--- config.mk ---
export PLATFORM = sky130hd
export DESIGN_NAME = rv32_decode_stage
export DESIGN_NICKNAME = d
export VERILOG_FILES = /design/src/rtl/rv32_decode_pkg.sv /design/src/rtl/rv32_decode_stage_imm_gen.sv /design/src/rtl/rv32_decode_stage.sv
export SDC_FILE = /design/constraint.sdc
export NUM_CORES = 1
export LEC_CHECK = 0
export ABC_AREA = 1
export BUFFER_PORTS_ARGS = -buffer_cell sky130_fd_sc_hd__buf_2
export CORE_MARGIN = 5
export CORE_UTILIZATION = 51
export CTS_CLUSTER_DIAMETER = 80
export CTS_CLUSTER_SIZE = 25
export DETAILED_ROUTE_END_ITERATION = 6
export PLACE_DENSITY = 0.8
export SYNTH_ARGS = -nofsm -noshare
export SYNTH_HDL_FRONTEND = slang
export SYNTH_SLANG_ARGS = --single-unit
--- constraint.sdc ---
create_clock -name clk -period 2.35 [get_ports clk]
set_input_delay 0.1175 -clock clk [delete_from_list [all_inputs] [get_ports clk]]
set_output_delay 0.1175 -clock clk [all_outputs]
set_load 0.01 [all_outputs]
--- src/rtl/rv32_decode_pkg.sv ---
// Shared encodings for the RV32 decode stage: opcodes, write-back source select and
// the registered ID/EX payload layout.
package rv32_decode_pkg;

    localparam logic [6:0] OPC_L     = 7'b0000011;
    localparam logic [6:0] OPC_I     = 7'b0010011;
    localparam logic [6:0] OPC_S     = 7'b0100011;
    localparam logic [6:0] OPC_RM    = 7'b0110011;
    localparam logic [6:0] OPC_B     = 7'b1100011;
    localparam logic [6:0] OPC_LUI   = 7'b0110111;
    localparam logic [6:0] OPC_AUIPC = 7'b0010111;
    localparam logic [6:0] OPC_JAL   = 7'b1101111;
    localparam logic [6:0] OPC_JALR  = 7'b1100111;
    localparam logic [6:0] OPC_CSR   = 7'b1110011;
    localparam logic [6:0] OPC_FENCE = 7'b0001111;

    localparam logic [6:0] FUNCT7_M  = 7'b0000001;

    typedef enum logic [1:0] {
        WB_ALU = 2'd0,
        WB_MEM = 2'd1,
        WB_CSR = 2'd2,
        WB_PC4 = 2'd3
    } wb_src_e;

    typedef struct packed {
        logic [2:0]  funct3;
        logic [6:0]  funct7;
        logic [4:0]  rs1;
        logic [4:0]  rs2;
        logic [31:0] imm;
        logic        alu1_pc;
        logic        alu2_imm;
        logic        mem_rd;
        logic        mem_wr;
        wb_src_e     wb_src;
        logic        rwe;
        logic [4:0]  rd;
        logic        illegal;
    } idex_t;

endpackage

--- src/rtl/rv32_decode_stage_imm_gen.sv ---
// Immediate former: picks the I/S/B/U/J/CSR immediate layout from the opcode.
module rv32_imm_gen
    import rv32_decode_pkg::*;
(
    input  logic [31:0] instruction,
    output logic [31:0] immediate
);

    logic [6:0] opcode;

    always_comb begin
        opcode    = instruction[6:0];
        immediate = 32'd0;
        case (opcode)
            OPC_L, OPC_I, OPC_JALR:
                immediate = {{20{instruction[31]}}, instruction[31:20]};
            OPC_S:
                immediate = {{20{instruction[31]}}, instruction[31:25], instruction[11:7]};
            OPC_B:
                immediate = {{19{instruction[31]}}, instruction[31], instruction[7],
                             instruction[30:25], instruction[11:8], 1'b0};
            OPC_LUI, OPC_AUIPC:
                immediate = {instruction[31:12], 12'd0};
            OPC_JAL:
                immediate = {{11{instruction[31]}}, instruction[31], instruction[19:12],
                             instruction[20], instruction[30:21], 1'b0};
            // CSR carries the CSR address, so it is zero-extended
            OPC_CSR:
                immediate = {20'd0, instruction[31:20]};
            default:
                immediate = 32'd0;
        endcase
    end

endmodule

--- src/rtl/rv32_decode_stage.sv ---
// RV32 decode stage: decodes the offered instruction into a registered ID/EX slot,
// with load-use bubble insertion, flush and a saturating stall counter.
module rv32_decode_stage
    import rv32_decode_pkg::*;
#(
    parameter int PC_WIDTH   = 32,
    parameter bit ENABLE_M   = 1'b1,
    parameter bit ENABLE_CSR = 1'b1,
    parameter int CNT_WIDTH  = 16
) (
    input  logic                 clk,
    input  logic                 rst_n,
    input  logic                 if_valid,
    output logic                 if_ready,
    input  logic [31:0]          if_instruction,
    input  logic [PC_WIDTH-1:0]  if_pc,
    input  logic                 flush,
    output logic                 ex_valid,
    input  logic                 ex_ready,
    output logic [PC_WIDTH-1:0]  ex_pc,
    output logic [2:0]           ex_funct3,
    output logic [6:0]           ex_funct7,
    output logic [4:0]           regs_reg1_read_address,
    output logic [4:0]           regs_reg2_read_address,
    output logic [31:0]          ex_immediate,
    output logic                 ex_aluop1_source,
    output logic                 ex_aluop2_source,
    output logic                 memory_read_enable,
    output logic                 memory_write_enable,
    output logic [1:0]           wb_reg_write_source,
    output logic                 reg_write_enable,
    output logic [4:0]           reg_write_address,
    output logic                 illegal_instruction,
    output logic [CNT_WIDTH-1:0] stall_count
);

    logic [6:0]  opcode;
    logic [4:0]  rs1, rs2, rd;
    logic [6:0]  funct7;
    logic [31:0] imm;
    logic        uses_rs1, uses_rs2, writes_rd, illegal;
    logic        alu1_pc, alu2_imm, is_load, is_store;
    wb_src_e     wb_src;
    idex_t       dec;

    logic                 ex_valid_q, ex_valid_d;
    idex_t                idex_q, idex_d;
    logic [PC_WIDTH-1:0]  pc_q, pc_d;
    logic [CNT_WIDTH-1:0] stall_q, stall_d;
    logic                 hazard, accept, advance;

    rv32_imm_gen u_imm_gen (
        .instruction (if_instruction),
        .immediate   (imm)
    );

    always_comb begin
        opcode    = if_instruction[6:0];
        rd        = if_instruction[11:7];
        rs1       = if_instruction[19:15];
        rs2       = if_instruction[24:20];
        funct7    = if_instruction[31:25];
        uses_rs1  = 1'b1;
        uses_rs2  = 1'b0;
        writes_rd = 1'b1;
        illegal   = 1'b0;
        alu1_pc   = 1'b0;
        alu2_imm  = 1'b1;
        is_load   = 1'b0;
        is_store  = 1'b0;
        wb_src    = WB_ALU;
        case (opcode)
            OPC_L: begin
                is_load = 1'b1;
                wb_src  = WB_MEM;
            end
            OPC_I: begin
            end
            OPC_S: begin
                is_store  = 1'b1;
                uses_rs2  = 1'b1;
                writes_rd = 1'b0;
            end
            OPC_RM: begin
                uses_rs2 = 1'b1;
                alu2_imm = 1'b0;
                if (funct7 == FUNCT7_M && !ENABLE_M) illegal = 1'b1;
            end
            OPC_B: begin
                uses_rs2  = 1'b1;
                alu1_pc   = 1'b1;
                alu2_imm  = 1'b0;
                writes_rd = 1'b0;
            end
            OPC_LUI: begin
                uses_rs1 = 1'b0;
            end
            OPC_AUIPC: begin
                uses_rs1 = 1'b0;
                alu1_pc  = 1'b1;
            end
            OPC_JAL: begin
                uses_rs1 = 1'b0;
                alu1_pc  = 1'b1;
                wb_src   = WB_PC4;
            end
            OPC_JALR: begin
                wb_src = WB_PC4;
            end
            OPC_CSR: begin
                wb_src = WB_CSR;
                if (!ENABLE_CSR) illegal = 1'b1;
            end
            OPC_FENCE: begin
                writes_rd = 1'b0;
            end
            default: begin
                illegal = 1'b1;
            end
        endcase

        dec.funct3   = if_instruction[14:12];
        dec.funct7   = funct7;
        dec.rs1      = uses_rs1 ? rs1 : 5'd0;
        dec.rs2      = uses_rs2 ? rs2 : 5'd0;
        dec.imm      = imm;
        dec.alu1_pc  = alu1_pc;
        dec.alu2_imm = alu2_imm;
        dec.mem_rd   = is_load & ~illegal;
        dec.mem_wr   = is_store & ~illegal;
        dec.wb_src   = wb_src;
        dec.rwe      = writes_rd & ~illegal & (rd != 5'd0);
        dec.rd       = rd;
        dec.illegal  = illegal;
    end

    // Load in the ID/EX slot whose rd feeds the offered instruction cannot forward in time.
    assign hazard = ex_valid_q & idex_q.mem_rd & (idex_q.rd != 5'd0) & if_valid &
                    ((uses_rs1 & (rs1 == idex_q.rd)) | (uses_rs2 & (rs2 == idex_q.rd)));

    assign advance  = ~ex_valid_q | ex_ready;
    assign if_ready = advance & ~hazard;
    assign accept   = if_valid & if_ready & ~flush;

    always_comb begin
        ex_valid_d = ex_valid_q;
        idex_d     = idex_q;
        pc_d       = pc_q;
        stall_d    = stall_q;
        if (flush) begin
            ex_valid_d = 1'b0;
        end else if (accept) begin
            ex_valid_d = 1'b1;
            idex_d     = dec;
            pc_d       = if_pc;
        end else if (advance) begin
            ex_valid_d = 1'b0;
            if (hazard && stall_q != {CNT_WIDTH{1'b1}}) begin
                stall_d = stall_q + CNT_WIDTH'(1);
            end
        end
    end

    always_ff @(posedge clk or negedge rst_n) begin
        if (!rst_n) begin
            ex_valid_q <= 1'b0;
            idex_q     <= '0;
            pc_q       <= '0;
            stall_q    <= '0;
        end else begin
            ex_valid_q <= ex_valid_d;
            idex_q     <= idex_d;
            pc_q       <= pc_d;
            stall_q    <= stall_d;
        end
    end

    assign ex_valid               = ex_valid_q;
    assign ex_pc                  = pc_q;
    assign ex_funct3              = idex_q.funct3;
    assign ex_funct7              = idex_q.funct7;
    assign regs_reg1_read_address = idex_q.rs1;
    assign regs_reg2_read_address = idex_q.rs2;
    assign ex_immediate           = idex_q.imm;
    assign ex_aluop1_source       = idex_q.alu1_pc;
    assign ex_aluop2_source       = idex_q.alu2_imm;
    assign memory_read_enable     = idex_q.mem_rd;
    assign memory_write_enable    = idex_q.mem_wr;
    assign wb_reg_write_source    = idex_q.wb_src;
    assign reg_write_enable       = idex_q.rwe;
    assign reg_write_address      = idex_q.rd;
    assign illegal_instruction    = idex_q.illegal;
    assign stall_count            = stall_q;

endmodule

Yosys cells after proc, flatten, opt, wreduce, memory -nomap -nowiden
Index checks and enable logic that the tools add are counted.
Word-level totals
  output and inout bits: 115
  logic and storage cells: 80
  register bits: 114
Cells by class
  multiplexer cells: 15
  add/sub/neg operators: 1
  bitwise operators: 19
  reductions and logical operators: 15
  equality and inequality tests: 14
Operators by type and width (number)
  case mux 32 bit (6 select lines): 1
  equality test 7 bit, second input constant: 4
  equality test 7 x 6 -> 1 bit, second input constant: 3
  adder 16 x 1 -> 16 bit, second input constant: 1
  inequality test 16 bit, second input constant: 1
  OR reduction 3 bit: 5
  equality test 7 x 5 -> 1 bit, second input constant: 2
  bitwise AND 1 bit: 13
  2-to-1 mux 1 bit: 11
  OR reduction 11 bit: 1
  equality test 5 bit: 2
  2-to-1 mux 5 bit: 2
  nonzero test 5 bit: 2
  equality test 7 x 2 -> 1 bit, second input constant: 1
  equality test 7 x 4 -> 1 bit, second input constant: 1
  case mux 2 bit (3 select lines): 1
  OR reduction 2 bit: 3
  NOT 1 bit: 4
  AND reduction 4 bit: 1
  nonzero test 3 bit: 1
  bitwise OR 1 bit: 2
  AND reduction 2 bit: 1
  logical AND 1 bit: 1

Depth between registers and ports, before layout
Gate-level depths: netlist of run 1.
  depth after elaboration: 12
  mapped depth: 15

Cells and area by module
A second synthesis of run 1 with hierarchy kept.
Second synthesis, totals
  cells, all modules: 862
  area, all modules: 6278.5 um2
By module, submodules not included
  rv32_decode_stage: area an instance 5429.0 um2, instances 1, cells each 665, seq. area each 2852.7 um2
  rv32_imm_gen: area an instance 849.6 um2, instances 1, cells each 197, seq. area each 0.0 um2

Least setup slack after synthesis of run 1
No wires, ideal clock.
  path kind: register to register
  start point: register stall_q[0] (netlist: stall_count[0])
  end point: register stall_q[8] (netlist: stall_count[8])
  clock period less this slack: 2.023 ns
  cell stages (with the launch flop): 13
  path slack: 0.327 ns
  arrival: 1.907 ns
  path buffers: 1
  setup time: 0.117 ns
  path through: dfrtp_1 ha_1 nand3_1 nor2_1 nand3_1 nor2_1 a21oi_1 inv_1 nor2_4 buf_2 nand2_1 nand2_1 nand2_1
Between the ends
  cells in the longest elaborated chain, start to end: 3
  elaborated cells between the ends (all ways): 4
  classes of those cells: 1 x add/sub; 1 x eq/ne; 2 x reduce/logical
RTL lines
  from (decl): RTL line rv32_decode_stage.sv:49  | logic [CNT_WIDTH-1:0] stall_q, stall_d;
  from (signal assigned): RTL line rv32_decode_stage.sv:174  | stall_q <= stall_d;
  branches (longest 3 deep; another with adder 16 x 1 -> 16 bit)
Parallel ways; which one is timed is not known.
A chain may end at the register's enable or synchronous reset.

Worst setup path after layout of run 1
  start point: register idex_q (netlist bit reg_write_address[2])
  end point: register pc_q[25] (netlist: ex_pc[25])
Between the ends
  cells in the longest elaborated chain, start to end: 9
  elaborated cells between the ends (all ways): 14
  classes of those cells: 2 x eq/ne; 10 x bitwise; 2 x reduce/logical
RTL lines
  from (decl): RTL line rv32_decode_stage.sv:47  | idex_t idex_q, idex_d;
  from (signal assigned): RTL line rv32_decode_stage.sv:172  | idex_q <= idex_d;
  equality test 5 bit or nonzero test 5 bit (tied branches): RTL line rv32_decode_stage.sv:139, rv32_decode_stage.sv:138
  bitwise AND 1 bit, on equally long branches: RTL line rv32_decode_stage.sv:139, rv32_decode_stage.sv:138
  bitwise OR 1 bit or bitwise AND 1 bit (tied branches): RTL line rv32_decode_stage.sv:139, rv32_decode_stage.sv:138
  bitwise AND 1 bit (*): RTL line rv32_decode_stage.sv:138  | assign hazard = ex_valid_q & idex_q.mem_rd & (idex_q.rd != 5'd0) & if_valid &
  NOT 1 bit (*): RTL line rv32_decode_stage.sv:142  | assign if_ready = advance & ~hazard;
  bitwise AND 1 bit (*): RTL line rv32_decode_stage.sv:142
  bitwise AND 1 bit (*) (2 in a row): RTL line rv32_decode_stage.sv:143  | assign accept = if_valid & if_ready & ~flush;
  AND reduction 2 bit (no line) (*)
  to (signal assigned): RTL line rv32_decode_stage.sv:173  | pc_q <= pc_d;
  to (decl): RTL line rv32_decode_stage.sv:48  | logic [PC_WIDTH-1:0] pc_q, pc_d;
Every way passes the cells marked *; elsewhere a longest branch is shown, timed or not.

==> flow_metrics.env, run 1 <==
export IMPL_synthMuxAreaShare_pct=0
export IMPL_p_total_mw=5.87
export IMPL_cts_sinks=114
export IMPL_cts_max_level=4
export IMPL_nNetsFinal=1067
export IMPL_status="finished, final reports clean"
export IMPL_leakagePower_nw=4.76
export IMPL_fin_worst_skew_ps=16.3
export IMPL_register_area_sq_um=2850
export IMPL_hold_violations=0
export IMPL_ir_worst_vdd_mv=0.484
export IMPL_area_growth_pct=43.7
export IMPL_drtIter0Drc=535
export IMPL_grt_setup_unrepaired="false"
export IMPL_synth_top_family_by_area="simple AND/OR/NAND/NOR gates"
export IMPL_vias=5792
export IMPL_layout_min_cycle_time_ps=2190
export IMPL_syn_area_sq_um=5570
export IMPL_ys_flop_type="dfrtp_1"
export IMPL_grt_pass1_wl_microns=28900
export IMPL_hold_class="in2reg"
export IMPL_synth_compound_area_share_pct=4.92
export IMPL_dp_final_hpwl_microns=11000
export IMPL_power_density_nw_per_um2=734
export IMPL_synthesis_nets=810
export IMPL_max_freq_mhz=456
export IMPL_fin_area_sq_um=8000
export IMPL_yosysSeqAreaShare_pct=51.2
export IMPL_via_per_inst=5.04
export IMPL_cp_max_fo=8
export IMPL_cts_buffers=17
export IMPL_ctsLongestPathBuffers=2
export IMPL_fp_row_count=38
export IMPL_layout_setup_ws_ps=156
export IMPL_fp_dieW_microns=114
export IMPL_multi_input_area_sq_um=2370
export IMPL_gr_total_overflow=0
export IMPL_dr_pass1_iters=5
export IMPL_drt_total_wl_microns=17500
export IMPL_synthArstFlopShare_pct=100
export IMPL_ys_ff_latch=114
export IMPL_yosys_area_share_adder_pct=0.225
export IMPL_grt_pass1_vias=5794
export IMPL_port_buffers=183
export IMPL_setup_violations=0
export IMPL_avgSynthCellArea_sq_um=7.52
export IMPL_die_area_sq_um=13100
export IMPL_clock_latency_ps=510
export IMPL_critical_path_class="reg2reg"
export IMPL_grt_start_max_net_pins=59
export IMPL_route_detailed_drc=0
export IMPL_root_buffer="clkbuf_8"
export IMPL_drv_slew=0
export IMPL_synth_simple_gate_area_share_pct=36.3
export IMPL_grt_use_total_pct=27.7
export IMPL_synthCells=740
export IMPL_cap_viol_max_count=0
export IMPL_synth_edf_count=0
export IMPL_fin_tns_setup_ps=0
export IMPL_ant_nets=0
export IMPL_endpoint_kind="register"
export IMPL_antenna_found_initial=0
export IMPL_dpl_cell_area_sq_um=6680
export IMPL_core_area_sq_um=10800
export IMPL_ys_warnings_count=0
export IMPL_die_y_microns=114
export IMPL_fin_crit_sh_pct=93.3
export IMPL_path_clk_slew_ps=60
export IMPL_synth_cell_type_count=33
export IMPL_crit_arrival_ps=2640
export IMPL_place_congestion=0.871
export IMPL_worstMarginPinSlew_ps=636
export IMPL_pre_cts_ws_ps=255
export IMPL_io_pin_count=184
export IMPL_synthXorXnorAreaFrac_pct=0.944
export IMPL_drive_gt1_share_pct=25.1
export IMPL_start_util_pct=51.6
export IMPL_fillers=772
export IMPL_wl_per_cell_microns=15.3
export IMPL_diodes=0
export IMPL_tritoncts="built"
export IMPL_start_kind="register"
export IMPL_crit_required_ps=2800
export IMPL_maxSlewHeadroom_pct=57.4
sequential cells by signal, summed over array words and instances, names as in the netlist:
signal and cells:
ex_aluop2_source 1, ex_funct7 7, stall_count 16, wb_reg_write_source 2
reg_write_enable 1, regs_reg2_read_address 5, memory_write_enable 1, ex_immediate 32
illegal_instruction 1, ex_valid 1, ex_funct3 3, reg_write_address 5
ex_aluop1_source 1, regs_reg1_read_address 5, memory_read_enable 1, ex_pc 32
metal layers:
| metal | global-route usage, % | vias up | share of wire [%] |
|---|---|---|---|
| li1 | - | 2809 | - |
| met2 | 46.6 | 278 | 48 |
| met1 | 35.0 | 2643 | 40 |
| met3 | 6.40 | 62 | 8.0 |
| met5 | 0 | - | 0 |
| met4 | 9.98 | 0 | 3.7 |
through the flow:
step | instances | util [%] | hold slack [ps]
4_1_cts | 1149 | 74.0 | 34.4
6_report | 1150 | 74.1 | 61.0
3_3_place_gp | 1050 | 61.8 | 138
5_1_grt | 1150 | 74.1 | 84.0
3_5_place_dp | 1050 | 61.8 | 138
2_1_floorplan | 740 | - | -178
Yosys cell counts, types with 2 or more instances:
master / n / area, sq um
nand3_2: 2 / 20.0
dfrtp_1: 114 / 2850
nand3_1: 22 / 110
nor3_1: 8 / 40.0
buf_6: 3 / 33.8
o21ai_0: 16 / 80.1
o31ai_1: 6 / 45.0
nand2_4: 2 / 22.5
nand2_1: 393 / 1480
nor4_1: 2 / 12.5
nand2_2: 10 / 62.6
inv_1: 51 / 191
buf_4: 2 / 15.0
nor2_2: 2 / 12.5
a21oi_1: 23 / 115
nand4_1: 6 / 37.5
nand3b_1: 6 / 45.0
xor2_1: 4 / 35.0
nor2_4: 2 / 22.5
nor2_1: 32 / 120
clkbuf_1: 10 / 37.5
xnor2_1: 2 / 17.5
buf_2: 12 / 60.1
layout by cell type (no fill, tap or decap), drive strengths merged, types with 17 or more instances in the layout:
cell           n
inv           53
a21oi         23
nor2          36
clkbuf        18
dlygate4sd3   67
dfrtp        114
nand2        405
buf          199
o21ai         17
nand3         25
what timing repair did:
action / in CTS / in global routing
resized for setup: 0 / 2
endpoints found under the setup margin: 0 / 9
endpoints found under the hold margin: 115 / 0
setup buffers: 0 / 1
hold buffers: 67 / 0
area by class of cell:
| cell class | instances | share of cell area [%] |
|---|---|---|
| Sequential cell | 114 | 35.7 |
| Multi-Input combinational cell | 546 | 29.6 |
| Timing Repair Buffer | 266 | 22.1 |
| Clock buffer | 18 | 5.35 |
| Clock inverter | 14 | 2.63 |
| Inverter | 52 | 2.44 |
| Tap cell | 140 | 2.19 |
kinds of logic after synthesis:
family          after synthesis
flops                       114
xor+xnor                      6
simple gates                489
compound gates               50
fa+ha+maj                     1
buf+inv                      80
where the power goes:
group | internal [mW] | leakage, nW | switching (mW)
registers | 2.13 | 1.48 | 0.106
clock network | 1.85 | 0.307 | 0.928
logic | 0.364 | 2.97 | 0.492
worst paths after layout:
kind | startpoint | endpoint | slack [ps] | depth (start not counted)
min in group asynchronous | rst_n | ex_immediate[14] | 130 | 2
max in group asynchronous | rst_n | regs_reg2_read_address[2] | 1510 | 3
setup reg to reg | reg_write_address[2] | ex_pc[25] | 160 | 10
hold / removal | if_instruction[2] | wb_reg_write_source[1] | 60 | 5
hold reg to reg | ex_immediate[28] | ex_immediate[28] | 470 | 2
setup / recovery | reg_write_address[2] | ex_pc[25] | 160 | 10
critical path, stage by stage (launching register included):
cell           delay, ps
dfrtp_1              450
nor3_2               190
nand3_1              110
nand4_1               90
inv_1                120
nand2_4              160
nand3_4               80
nor2_4               220
nand2_1               70
dlygate4sd3_1        570
nand2_1               70
No activity file was read; power rests on OpenSTA's default activity.
==> run 2, diff against run 1 <==
- RECOVER_POWER: unset -> 50
==> flow_metrics.env, run 2 (synthesis results as in run 1) <==
export IMPL_fp_dieW_microns=114
export IMPL_fin_cells=1150
export IMPL_grt_setup_unrepaired="false"
export IMPL_ir_worst_vdd_mv=0.486
export IMPL_fin_worst_skew_ps=12.4
export IMPL_antenna_found_initial=0
export IMPL_fin_area_sq_um=7910
export IMPL_max_freq_mhz=458
export IMPL_start_util_pct=51.6
export IMPL_io_pin_count=184
export IMPL_final_common_cell="nand2_1"
export IMPL_root_buffer="clkbuf_8"
export IMPL_fillers=819
export IMPL_dp_final_hpwl_microns=11000
export IMPL_max_stage_delay_ps=570
export IMPL_start_kind="register"
export IMPL_hp_start="if_instruction[2]"
export IMPL_gr_total_overflow=0
export IMPL_rr_startpoint="reg_write_address[2]"
export IMPL_endpoint_kind="register"
export IMPL_cts_max_level=4
export IMPL_cts_buffers=17
export IMPL_hold_violations=0
export IMPL_clock_latency_ps=510
export IMPL_hold_class="in2reg"
export IMPL_drtIter0Drc=539
export IMPL_grt_pass1_wl_microns=28900
export IMPL_drv_slew=0
export IMPL_crit_chain="nor3_2 -> nand3_1 -> nand4_1 -> inv_1 -> nand2_4 -> nand3_4 -> nor2_4 -> nand2_1 -> dlygate4sd3_1 -> nand2_1"
export IMPL_via_per_inst=5.07
export IMPL_area_growth_pct=42.1
export IMPL_path_buf_inv=2
export IMPL_nNetsFinal=1067
export IMPL_cap_viol_max_count=0
export IMPL_grt_use_total_pct=27.7
export IMPL_setup_violations=0
export IMPL_port_buffers=183
export IMPL_die_y_microns=114
export IMPL_crit_required_ps=2800
export IMPL_dr_pass1_iters=5
export IMPL_ant_nets=0
export IMPL_fin_crit_sh_pct=92.9
export IMPL_diodes=0
export IMPL_grt_pass1_vias=5794
export IMPL_maxSlewHeadroom_pct=32.6
export IMPL_dpl_cell_area_sq_um=6680
export IMPL_cp_max_fo=8
export IMPL_drt_total_wl_microns=17600
export IMPL_post_place_cells=1050
export IMPL_route_detailed_drc=0
export IMPL_tritoncts="built"
export IMPL_power_density_nw_per_um2=740
export IMPL_path_clk_slew_ps=60
export IMPL_layout_min_cycle_time_ps=2180
export IMPL_cpMostUsedCell="nand2_1"
export IMPL_vias=5826
export IMPL_rrSetupSlack_ps=170
export IMPL_final_cell_mix="nand2_1, buf_2, dfrtp_1"
export IMPL_status="finished, final reports clean"
export IMPL_crit_arrival_ps=2630
export IMPL_cp_startpoint="reg_write_address[2]"
export IMPL_core_area_sq_um=10800
export IMPL_die_area_sq_um=13100
export IMPL_fin_tns_setup_ps=0
export IMPL_cts_sinks=114
export IMPL_grt_start_max_net_pins=59
export IMPL_leakagePower_nw=4.54
export IMPL_worstMarginPinSlew_ps=1010
export IMPL_wl_per_cell_microns=15.3
export IMPL_cp_top_family="simple AND/OR/NAND/NOR gates"
export IMPL_place_congestion=0.871
export IMPL_ctsLongestPathBuffers=2
export IMPL_cp_slowest_cell="dlygate4sd3_1"
export IMPL_drive_gt1_share_pct=19.4
export IMPL_fp_row_count=38
export IMPL_critical_path_class="reg2reg"
## run 2: cell count changes in the layout (fill, tap and decap cells not counted), sizes merged
cell	change
buf	-60
clkbuf	+60
## run 2: what timing repair did
action	in CTS	in global routing
endpoints found under the setup margin	0	9
buffers inserted	0	1
endpoints found under the hold margin	115	0
gates resized for setup	0	2
hold buffers	67	0
## run 2: layout make-up
| cell class | instances | area, sq um | share of cell area, % |
|---|---|---|---|
| flip-flops and latches | 114 | 2850 | 36.1 |
| multi-input cells | 546 | 2370 | 29.9 |
| repair buffers | 266 | 1680 | 21.3 |
| clock buffers | 18 | 428 | 5.41 |
| clock inverters | 14 | 210 | 2.66 |
| inverters | 52 | 195 | 2.47 |
| well taps | 140 | 175 | 2.21 |
## run 2: path summary, 6_finish.rpt
check | to | cells after the start
worst max register to register | ex_pc[27] | 10
worst max-delay path | ex_pc[27] | 10
worst min-delay path | wb_reg_write_source[1] | 5
worst min register to register | ex_immediate[28] | 2
max in group asynchronous | ex_pc[20] | 3
min in group asynchronous | ex_immediate[8] | 2
## run 2: stage by stage
step / total power [mW] / util, % / setup slack [ps] / hold WS (ps)
after floorplan: 2.63 / - / 327 / -178
after global placement: 3.00 / 61.8 / 319 / 138
after detailed placement: 3.01 / 61.8 / 255 / 138
after CTS: 5.86 / 74.0 / 79.1 / 34.4
after global routing: 6.08 / 73.3 / 6.93 / 84.0
final: 5.85 / 73.3 / 168 / 56.9
## run 2: tightest hold or removal path: cells and delay by family
kind	cells	cell delay (ps)
AND/OR/NAND/NOR	4	280
buffers and inverters	1	130
## run 2: report_power, final
group | switching [mW] | leakage, nW | internal [mW]
Sequential | 0.109 | 1.48 | 2.13
Clock | 0.931 | 0.307 | 1.85
Combinational | 0.494 | 2.75 | 0.334
## run 2: metal layers
layer	vias up	wire (microns)	GRT usage, %
li1	2809	-	-
met3	67	1420	6.40
met1	2667	7020	35.0
met5	-	0	0
met4	0	651	9.98
met2	283	8530	46.6
